===== src/rtl/distribuidor_destino_if.sv =====
// Handshake and per-channel drain bundle between the upstream stream, the
// distributor and the four downstream consumers.
interface distribuidor_destino_if #(
  parameter int unsigned DATA_W = 8,
  parameter int unsigned DEST_W = 4,
  parameter int unsigned CNT_W  = 8
) ();
  logic              valid_in;
  logic [DATA_W-1:0] data_in;
  logic [DEST_W-1:0] dest_in;
  logic              ready_in;
  logic              pop0, pop1, pop2, pop3;
  logic [DATA_W-1:0] data_out0, data_out1, data_out2, data_out3;
  logic              empty0, empty1, empty2, empty3;
  logic              full0, full1, full2, full3;
  logic              err_dest;
  logic [CNT_W-1:0]  drop_cnt;

  modport master (
    output valid_in, data_in, dest_in, pop0, pop1, pop2, pop3,
    input  ready_in, data_out0, data_out1, data_out2, data_out3,
    input  empty0, empty1, empty2, empty3, full0, full1, full2, full3,
    input  err_dest, drop_cnt
  );

  modport slave (
    input  valid_in, data_in, dest_in, pop0, pop1, pop2, pop3,
    output ready_in, data_out0, data_out1, data_out2, data_out3,
    output empty0, empty1, empty2, empty3, full0, full1, full2, full3,
    output err_dest, drop_cnt
  );
endinterface


===== src/rtl/distribuidor_destino.sv =====
// Egress distributor: steers a one-hot tagged word stream into four
// independent first-word-fall-through FIFOs, dropping illegally tagged words.
module distribuidor_destino #(
  parameter int unsigned DATA_W = 8,
  parameter int unsigned DEST_W = 4,
  parameter int unsigned DEPTH  = 4,
  parameter int unsigned ADDR_W = 2,
  parameter int unsigned CNT_W  = 8
) (
  input  logic                   clk,
  input  logic                   reset_L,
  distribuidor_destino_if.slave  bus
);
  localparam int unsigned NCH = 4;
  localparam int unsigned CW  = ADDR_W + 1;

  logic [DATA_W-1:0] mem_q [NCH][DEPTH];
  logic [DATA_W-1:0] mem_d [NCH][DEPTH];
  logic [ADDR_W-1:0] wr_q [NCH], wr_d [NCH];
  logic [ADDR_W-1:0] rd_q [NCH], rd_d [NCH];
  logic [CW-1:0]     count_q [NCH], count_d [NCH];
  logic [NCH-1:0]    empty_q, empty_d, full_q, full_d;
  logic              err_q, err_d;
  logic [CNT_W-1:0]  drop_q, drop_d;

  logic              legal_c, ready_c, accept_c;
  logic [NCH-1:0]    pop_req_c, push_c, pop_c;
  logic [DATA_W-1:0] dout_c [NCH];

  // Backpressure looks only at registered full flags: a same-cycle pop never frees a slot.
  always_comb begin
    legal_c   = $onehot(bus.dest_in);
    ready_c   = ~bus.valid_in | ~legal_c | ~(|(bus.dest_in[NCH-1:0] & full_q));
    accept_c  = bus.valid_in & ready_c;
    pop_req_c = {bus.pop3, bus.pop2, bus.pop1, bus.pop0};
    push_c    = (accept_c && legal_c) ? bus.dest_in[NCH-1:0] : '0;
    pop_c     = pop_req_c & ~empty_q;
  end

  always_comb begin
    mem_d   = mem_q;
    wr_d    = wr_q;
    rd_d    = rd_q;
    count_d = count_q;
    empty_d = empty_q;
    full_d  = full_q;
    err_d   = bus.valid_in & ~legal_c;
    drop_d  = drop_q;
    for (int i = 0; i < NCH; i++) begin
      if (push_c[i]) begin
        mem_d[i][wr_q[i]] = bus.data_in;
        wr_d[i]           = wr_q[i] + ADDR_W'(1);
      end
      if (pop_c[i]) rd_d[i] = rd_q[i] + ADDR_W'(1);
      count_d[i] = count_q[i] + CW'(push_c[i]) - CW'(pop_c[i]);
      empty_d[i] = (count_d[i] == CW'(0));
      full_d[i]  = (count_d[i] == CW'(DEPTH));
    end
    if (err_d && (drop_q != {CNT_W{1'b1}})) drop_d = drop_q + CNT_W'(1);
  end

  always_ff @(posedge clk or negedge reset_L) begin
    if (!reset_L) begin
      for (int i = 0; i < NCH; i++) begin
        for (int j = 0; j < DEPTH; j++) mem_q[i][j] <= '0;
        wr_q[i]    <= '0;
        rd_q[i]    <= '0;
        count_q[i] <= '0;
      end
      empty_q <= '1;
      full_q  <= '0;
      err_q   <= 1'b0;
      drop_q  <= '0;
    end else begin
      mem_q   <= mem_d;
      wr_q    <= wr_d;
      rd_q    <= rd_d;
      count_q <= count_d;
      empty_q <= empty_d;
      full_q  <= full_d;
      err_q   <= err_d;
      drop_q  <= drop_d;
    end
  end

  // Head word is forced to zero whenever the channel is empty.
  always_comb begin
    for (int i = 0; i < NCH; i++) dout_c[i] = empty_q[i] ? '0 : mem_q[i][rd_q[i]];
  end

  assign bus.ready_in  = ready_c;
  assign bus.data_out0 = dout_c[0];
  assign bus.data_out1 = dout_c[1];
  assign bus.data_out2 = dout_c[2];
  assign bus.data_out3 = dout_c[3];
  assign bus.empty0    = empty_q[0];
  assign bus.empty1    = empty_q[1];
  assign bus.empty2    = empty_q[2];
  assign bus.empty3    = empty_q[3];
  assign bus.full0     = full_q[0];
  assign bus.full1     = full_q[1];
  assign bus.full2     = full_q[2];
  assign bus.full3     = full_q[3];
  assign bus.err_dest  = err_q;
  assign bus.drop_cnt  = drop_q;
endmodule

===== src/flat_wrapper.sv =====
// flat-port wrapper written by rule: the top's interface ports become plain ports
module distribuidor_destino_flat 
#(
  parameter int unsigned DATA_W = 8,
  parameter int unsigned DEST_W = 4,
  parameter int unsigned DEPTH  = 4,
  parameter int unsigned ADDR_W = 2,
  parameter int unsigned CNT_W  = 8
)
  (clk, reset_L, bus_valid_in, bus_data_in, bus_dest_in, bus_pop0, bus_pop1, bus_pop2, bus_pop3, bus_ready_in, bus_data_out0, bus_data_out1, bus_data_out2, bus_data_out3, bus_empty0, bus_empty1, bus_empty2, bus_empty3, bus_full0, bus_full1, bus_full2, bus_full3, bus_err_dest, bus_drop_cnt);
  distribuidor_destino_if #(.DATA_W(DATA_W), .DEST_W(DEST_W), .CNT_W(CNT_W)) bus_i ();
  input  logic clk;
  input  logic reset_L;
  input wire logic [$bits(bus_i.valid_in)-1:0] bus_valid_in;
  input wire logic [$bits(bus_i.data_in)-1:0] bus_data_in;
  input wire logic [$bits(bus_i.dest_in)-1:0] bus_dest_in;
  input wire logic [$bits(bus_i.pop0)-1:0] bus_pop0;
  input wire logic [$bits(bus_i.pop1)-1:0] bus_pop1;
  input wire logic [$bits(bus_i.pop2)-1:0] bus_pop2;
  input wire logic [$bits(bus_i.pop3)-1:0] bus_pop3;
  output wire logic [$bits(bus_i.ready_in)-1:0] bus_ready_in;
  output wire logic [$bits(bus_i.data_out0)-1:0] bus_data_out0;
  output wire logic [$bits(bus_i.data_out1)-1:0] bus_data_out1;
  output wire logic [$bits(bus_i.data_out2)-1:0] bus_data_out2;
  output wire logic [$bits(bus_i.data_out3)-1:0] bus_data_out3;
  output wire logic [$bits(bus_i.empty0)-1:0] bus_empty0;
  output wire logic [$bits(bus_i.empty1)-1:0] bus_empty1;
  output wire logic [$bits(bus_i.empty2)-1:0] bus_empty2;
  output wire logic [$bits(bus_i.empty3)-1:0] bus_empty3;
  output wire logic [$bits(bus_i.full0)-1:0] bus_full0;
  output wire logic [$bits(bus_i.full1)-1:0] bus_full1;
  output wire logic [$bits(bus_i.full2)-1:0] bus_full2;
  output wire logic [$bits(bus_i.full3)-1:0] bus_full3;
  output wire logic [$bits(bus_i.err_dest)-1:0] bus_err_dest;
  output wire logic [$bits(bus_i.drop_cnt)-1:0] bus_drop_cnt;
  assign bus_i.valid_in = bus_valid_in;
  assign bus_i.data_in = bus_data_in;
  assign bus_i.dest_in = bus_dest_in;
  assign bus_i.pop0 = bus_pop0;
  assign bus_i.pop1 = bus_pop1;
  assign bus_i.pop2 = bus_pop2;
  assign bus_i.pop3 = bus_pop3;
  assign bus_ready_in = bus_i.ready_in;
  assign bus_data_out0 = bus_i.data_out0;
  assign bus_data_out1 = bus_i.data_out1;
  assign bus_data_out2 = bus_i.data_out2;
  assign bus_data_out3 = bus_i.data_out3;
  assign bus_empty0 = bus_i.empty0;
  assign bus_empty1 = bus_i.empty1;
  assign bus_empty2 = bus_i.empty2;
  assign bus_empty3 = bus_i.empty3;
  assign bus_full0 = bus_i.full0;
  assign bus_full1 = bus_i.full1;
  assign bus_full2 = bus_i.full2;
  assign bus_full3 = bus_i.full3;
  assign bus_err_dest = bus_i.err_dest;
  assign bus_drop_cnt = bus_i.drop_cnt;
  distribuidor_destino #(.DATA_W(DATA_W), .DEST_W(DEST_W), .DEPTH(DEPTH), .ADDR_W(ADDR_W), .CNT_W(CNT_W)) u_core (.clk(clk), .reset_L(reset_L), .bus(bus_i));
endmodule

===== config.mk =====
export PLATFORM = sky130hd
export DESIGN_NAME = distribuidor_destino_flat
export DESIGN_NICKNAME = d
export VERILOG_FILES = /design/src/rtl/distribuidor_destino_if.sv /design/src/rtl/distribuidor_destino.sv /design/src/flat_wrapper.sv
export SDC_FILE = /design/constraint.sdc
export NUM_CORES = 1
export LEC_CHECK = 0
export BUFFER_PORTS_ARGS = -buffer_cell sky130_fd_sc_hd__buf_4
export CORE_AREA = 5 5 142 144
export DETAILED_ROUTE_END_ITERATION = 10
export DIE_AREA = 0 0 147 149
export GPL_ROUTABILITY_DRIVEN = 0
export PLACE_DENSITY_LB_ADDON = 0.2
export SETUP_SLACK_MARGIN = 0.3
export SLEW_MARGIN = 25
export SYNTH_ARGS = -nofsm -noshare
export SYNTH_HDL_FRONTEND = slang
export SYNTH_SLANG_ARGS = --single-unit

===== constraint.sdc =====
create_clock -name clk -period 2.5 [get_ports clk]
set_input_delay 0.5 -clock clk [delete_from_list [all_inputs] [get_ports clk]]
set_output_delay 0.5 -clock clk [all_outputs]
set_load 0.1 [all_outputs]

==> results of run 1 <==
-- registers in the layout, indices dropped and copies added (netlist names) --
signal / flops
u_core.count_q: 12
u_core.mem_q: 128
u_core.bus.drop_cnt: 8
u_core.bus.err_dest: 1
u_core.wr_q: 8
u_core.rd_q: 8
u_core.empty_q: 4
u_core.full_q: 4
-- through the flow --
stage | instances | utilization | cell area, sq um
finish | 911 | 0.604 | 11200
global route | 911 | 0.604 | 11200
CTS | 904 | 0.597 | 11100
detailed placement | 853 | 0.519 | 9640
global placement | 853 | 0.519 | 9640
floorplan | 544 | - | 8710
-- worst register-to-register path, cell delays in order (launching register included) --
cell and delay, ps:
dfrtp_1 400, a22o_4 280, nor3_4 220, buf_6 130, nand2_4 50, inv_4 60, ha_4 120, inv_2 30
fa_2 350, xnor2_2 160, xnor2_2 200, nor3b_2 190
-- worst paths after layout --
path                                          startpoint  depth (start not counted)                             to
min reg2reg                u_core.mem_q[106]$_DFFE_PN0P_                          1  u_core.mem_q[106]$_DFFE_PN0P_
max reg2reg                   u_core.full_q[2]$_DFF_PN0_                         11     u_core.full_q[3]$_DFF_PN0_
min in group clk                            bus_valid_in                          2  u_core.bus.err_dest$_DFF_PN0_
max in group asynchronous                        reset_L                          2    u_core.empty_q[0]$_DFF_PN1_
max                                       bus_dest_in[3]                         15     u_core.full_q[3]$_DFF_PN0_
min                                              reset_L                          1  u_core.mem_q[105]$_DFFE_PN0P_
-- layout by cell type (no fill, tap or decap), types with 6 or more instances in the layout --
master | Yosys | layout
ha_1 | 28 | 21
clkbuf_16 | 0 | 17
xor2_1 | 10 | 10
nor2b_4 | 0 | 32
nand3_4 | 6 | 11
ha_4 | 0 | 7
xnor2_1 | 17 | 9
buf_12 | 1 | 37
mux2_2 | 91 | 58
mux4_2 | 32 | 32
inv_2 | 0 | 8
mux2_4 | 40 | 73
nand2_1 | 8 | 6
dfrtp_1 | 169 | 166
buf_4 | 4 | 63
inv_1 | 27 | 17
buf_8 | 0 | 7
nand3_1 | 6 | 6
buf_6 | 2 | 19
xnor2_2 | 0 | 7
-- routing by layer --
metal,global-route usage,up-vias
li1,-,2148
met1,0.221,2558
met2,0.301,79
met3,0.0343,17
met4,0.0615,0
met5,0,-
-- cell families after synthesis --
group           after synthesis  share of synthesized area
flops                       173                      0.521
mux                         163                      0.282
simple gates                 88                     0.0766
buf+inv                      53                     0.0305
fa+ha+maj                    33                     0.0542
xor+xnor                     27                     0.0284
compound gates                7                    0.00707
-- what timing repair did --
item / in CTS / in global routing
buffers inserted: 18 / 7
cloned: 1 / 0
resized for setup: 178 / 20
pin swaps: 25 / 2
endpoints found under the setup margin: 184 / 185
-- cell type report --
class / count / area [sq um]
fill: 1380 / 7360
multi-input combinational: 318 / 4370
sequential: 173 / 4340
timing repair buffer: 127 / 1560
clock buffer: 22 / 464
tap: 234 / 293
inverter: 27 / 106
clock inverter: 10 / 90.1
==> results.txt, run 1 <==
* Outcome: finished, violations left
* Violated checks: setup timing
* Most frequent cell after synthesis: dfrtp_1
- Number of instances in the synthesized netlist: 544
- Setup total negative slack on the finished layout was measured at -28130 ps.
* Fraction of synthesis flops using an asynchronous set or reset pin: 1.00
- Area of the die: 21900 sq um
- After detailed routing, the number of vias per cell comes to 5.27.
- Post-route ant nets: 0
- Number of design-rule violations left by the first detailed-router iteration: 221
* Layout overhead on the synthesized area: 34.9%
* Final WL: 18.1 mm
- Delay of the slowest cell on the worst path: 440 ps
- Hold timing on the final database bottoms out at a slack of 43.8 ps.
* Number of cell rows: 50
* Synthesized area per cell: 15.3 sq um
- Clock transition at the registers of the reported paths: 60 ps
* Effective utilization at floorplan: 0.448
- Input/output buffers: 68
- Max-Slew Margin vs Limit: 0.617
- Across the routed clock network, the largest skew measured is 6.69 ps.
- Clk buf depth: 2
- Post-layout min period: 2830 ps
* Routed length on met2: 9.40 mm
- The final count of pins violating max slew was 0.
* Tcrit/Tclk final: 1.13
* CP max FO: 3
- In this run, synthesis inferred 0 flip-flops with an integrated enable.
* Critical path, cell by cell: buf_8, ha_4, ha_4, fa_1, nand4bb_4, nor3_4, buf_6, nand2_4, inv_4, ha_4, inv_2, fa_2, xnor2_2, xnor2_2, nor3b_2
* Number of setup violations in the final report: 144
- Synthesis inferred 173 register bits.
- Dividing the detail-routed wire length by the instance count gives 19.8 microns.
- Cell chosen for the clock root: clkbuf_16
* Path category of the worst min-delay check: in -> async
- Synthesis produced a netlist with a net count of 596.
- In this run, post-CTS hold repair placed 0 buffers.
* Max-cap violations: 0
- Via count of the first global-routing pass: 5549
* Largest net degree at the start of global routing: 60
* First-pass GRT wire length: 29.7 mm
- Final worst slack: -326 ps
- In this design, the largest share of critical-path delay is due to adder cells.
- dfrtp_1 takes more of the synthesized area than any other cell.
- Count of nets after finishing: 716
- CP Data Required Time: 2850 ps
- The worst setup path is launched from a primary input.
- Share of cells above drive strength 1: 0.619
- The share of synthesized area in the top cell type comes to 0.509.
- The H-tree was split into 4 levels.
* Total CTS buffers: 17
- Sequential fraction of the synthesis area: 0.521
- Highest routed layer: met4
* DR DRC count: 0
* Warnings from Yosys: 0
- Summed over all layers, the global routing overflow is 0.
* Path type of the worst setup path: in -> reg
- In the post-synthesis netlist, the biggest area contributors are dfrtp_1, mux2_2, mux4_2.
- The floorplan step set the die width to 147 microns.
- Number of optimization iterations in the first detailed-route pass: 4
* Die Height: 149 microns
- Data arrives at the worst endpoint at 3170 ps.
* Clock sinks: 173
* Endpoint kind of the worst setup timing path: flip-flop
* F_max: 354 MHz
* Number of vias in the routed layout: 4802
- Setup repair after global routing missed its margin: true
- TritonCTS built the clock tree.
* # IOs: 69
- The core region is 18600 sq um.
* Post-Route M1 WL: 7.83 mm
- Clock latency on the worst-skew pair, taken at its later pin, is 420 ps.
- The worst register-to-register path has a setup slack of 250 ps.
* Most instantiated cells after synthesis: dfrtp_1, mux2_2, mux2_4
* Total global-route track usage: 0.174
- The synthesized netlist occupies a cell area of 8320 sq um.
- Count of distinct cell types in the synthesized netlist: 36
- Met3 Routed Length: 516 microns
- For the pin with the worst max-slew slack, the measured transition is 574 ps.
* Number of buffer and inverter instances along the worst setup path: 4
- Antenna Cells: 0
- Number of antenna violations at the first check in global routing: 0
- The slowest stage of the critical path is the fa_1 cell.
- Among all flip-flop cells after synthesis, the most frequent one is dfrtp_1.
- In this design, the critical path's most frequently occurring cell is ha_4.
* Pre-CTS setup slack: -940 ps
* Post-detailed-placement half-perimeter wirelength: 11.9 mm
* Final Hold Viols: 0
Power of run 1 is left out: the tool's default activity adds up to more than one toggle a clock period on the data nets, which glitch-free logic cannot reach.
==> run 2: changes to the inputs <==
--- a/config.mk
+++ b/config.mk
@@ -7,6 +7,7 @@
 export LEC_CHECK = 0
 export BUFFER_PORTS_ARGS = -buffer_cell sky130_fd_sc_hd__buf_4
 export CORE_AREA = 5 5 142 144
+export CTS_BUF_LIST = sky130_fd_sc_hd__clkbuf_16
 export DETAILED_ROUTE_END_ITERATION = 10
 export DIE_AREA = 0 0 147 149
 export GPL_ROUTABILITY_DRIVEN = 0
==> run 2 against run 1 <==
  * The run still ends with setup timing left
  * Highest routed layer unchanged
  * Non-clock buffer count is 3 higher
  * Die area stayed put
  * First-iteration DRC count is 4.5% higher
  * Via count hardly changed
  * Worst setup slack better by 5.6 ps
==> results.txt, run 2 (synthesized netlist as in run 1, its figures left out) <==
- The final instance count without filler cells came to 914 (+0.33%).
- The final-report setup violation count is 144 (unchanged).
* Utilization of the core after routing: 0.607 (+0.00263)
- The number of sinks driven by the clock tree came to 173 (unchanged).
- Post-detailed-route wirelength per cell: 19.9 microns (+0.60%)
* Share of cells above drive strength 1: 0.616 (-0.00273)
- Final worst slack: -320 ps (+5.59 ps)
- DR DRC count: 0 (unchanged)
- The overall routed net length came to 18.2 mm (+0.93%).
- Post-layout min period: 2820 ps (-5.58 ps)
- The initial standard-cell utilization of the core is 0.448 (unchanged).
- The met3 track demand over resource came to 0.0343 (unchanged).
* Number of design-rule violations left by the first detailed-router iteration: 231 (+4.5%)
- The worst slew slack as a fraction of its limit is 0.615 (-0.00247).
- Hold-fix buffers, CTS: 0 (unchanged)
- Outcome: finished, violations left
- The number of placed cells counting well taps came to 853 (unchanged).
- Total congestion overflow after global routing: 0 (unchanged)
- Clk buf depth: 2 (unchanged)
- Clock tree skew after final layout: 7.33 ps (+0.649 ps)
- Final-layout worst hold slack: 46.0 ps (+2.20 ps)
- Counting flops per register, the top entry is u_core.mem_q.
* Input/output buffers: 68 (unchanged)
* # IOs: 69 (unchanged)
* CP Data Required Time: 2850 ps (about the same)
- Path type of the worst setup path: in -> reg
* Signal arrival time at the worst endpoint: 3170 ps (about the same)
* Number of flip-flops under the largest register name: 128 (unchanged)
- The length of the first detailed-routing pass in iterations is 5 (+1).
* Antenna Cells: 0 (unchanged)
* Horizontal die dimension: 147 microns (unchanged)
- The worst setup path is captured at a flip-flop.
- Layout overhead on the synthesized area: 35.5%
- The transition at the pin with the smallest max-transition slack came to 578 ps (+3.70 ps).
- Via count of the first global-routing pass: 5568 (+0.34%)
- The ratio of final minimum period to clock period was 1.13 (-0.00223).
- Biggest regs: u_core.mem_q x128, u_core.count_q x12
- Setup repair after global routing missed its margin: true
- Number of slew-limit violations in the final report: 0 (unchanged)
- Peak-usage layer in the global routing report: met2
- Startpoint class of the critical path: primary input
* Number of antenna violations at the first check in global routing: 0 (unchanged)
- The path class of the tightest hold or removal check is in -> async.
* Clock transition at the registers of the reported paths: 60 ps (about the same)
- The area of the die is 21900 sq um (unchanged).
- F_max: 355 MHz (+0.20%)
- Final Hold Viols: 0 (unchanged)
* Fin area: 11300 sq um (+0.43%)
- Number of vias in the routed layout: 4800 (-0.042%)
* Post-detailed-placement half-perimeter wirelength: 11.9 mm (unchanged)
- Met1 track demand over resource: 0.221 (about the same)
* CTS tree: done
- Core box area: 18600 sq um (unchanged)
- The critical-path maximum fanout is 3 (unchanged).
- The library cell used most frequently in the layout, excluding fill and tap cells, is dfrtp_1.
- Max-cap violations: 0 (unchanged)
- Reg2reg start: u_core.full_q[2]$_DFF_PN0_
* Post-route ant nets: 0 (unchanged)
* Count of nets after finishing: 719 (+0.42%)
- Via density per instance: 5.25 (-0.37%)
- The number of buffers created by CTS is 17 (unchanged).
- First-pass GRT wire length: 29.8 mm (+0.23%)
* Largest net degree at the start of global routing: 60 (unchanged)
- CTS placed an instance of clkbuf_16 at the clock tree root.
* Clock Latency Late Sink: 420 ps (about the same)
* Met2 GRT Util: 0.303 (+0.00161)
* Cell area reported after detailed placement: 9640 sq um (unchanged)
* Start point of the critical path: bus_dest_in[3]
- The final reports fail on setup timing.
- Die Height: 149 microns (unchanged)
- The total number of placement rows was 50 (unchanged).
* Leading cell types in the layout, fill and taps excluded: dfrtp_1, mux2_4, buf_4
- CTS H-Tree Depth: 4 (unchanged)
- Total global-route track usage: 0.175 (+0.000437)
==> run 2: cell count changes in the layout (fill, tap and decap cells not counted), moves of 2 or more <==
cell,delta
and3_2,-2
and3_4,+2
buf_4,+2
clkbuf_1,-3
clkbuf_8,-2
clkinv_1,+2
inv_1,+3
mux2_2,-10
mux2_4,+10
==> run 2: critical path, stage by stage <==
cell	delay (ps)
buf_8	100
ha_4	230
ha_4	150
fa_1	440
nand4bb_4	250
nor3_4	230
buf_6	140
nand2_4	50
inv_4	50
ha_4	120
inv_2	30
fa_2	350
xnor2_2	190
xnor2_2	150
nor3b_2	180
==> run 2: what timing repair did <==
item	CTS	global route
resized for setup	178	33
setup buffers	18	10
hold endpoints to repair	0	0
cloned	1	0
setup endpoints to repair	184	185
pin swaps	25	3
==> run 2: final timing paths <==
path	end	slack, ps	cells past startpoint
setup / recovery	u_core.full_q[3]$_DFF_PN0_	-320	15
min in group clk	u_core.bus.err_dest$_DFF_PN0_	330	2
hold / removal	u_core.mem_q[105]$_DFFE_PN0P_	50	1
hold reg to reg	u_core.mem_q[110]$_DFFE_PN0P_	500	1
setup reg to reg	u_core.full_q[3]$_DFF_PN0_	270	11
max in group asynchronous	u_core.empty_q[0]$_DFF_PN1_	1630	2
==> run 2: layout make-up <==
cell class                 count  area, sq um
clock inverter                15          109
timing repair buffer         130         1590
fill                        1380         7310
clock buffer                  17          425
tap                          234          293
multi-input combinational    318         4410
inverter                      27          106
sequential                   173         4340
==> run 2: routing by layer <==
metal / part of all wire / wire (microns)
met1: 0.44 / 7980
met2: 0.52 / 9460
met3: 0.029 / 520
met4: 0.015 / 269
met5: 0 / 0
==> run 2: stage by stage <==
stage	setup WS (ps)	setup TNS, ps
2_1_floorplan	-815	-25450
3_3_place_gp	-855	-90480
3_5_place_dp	-940	-99560
4_1_cts	-263	-14810
5_1_grt	-420	-38430
6_report	-320	-30750
Power of run 2 is left out for the same reason.
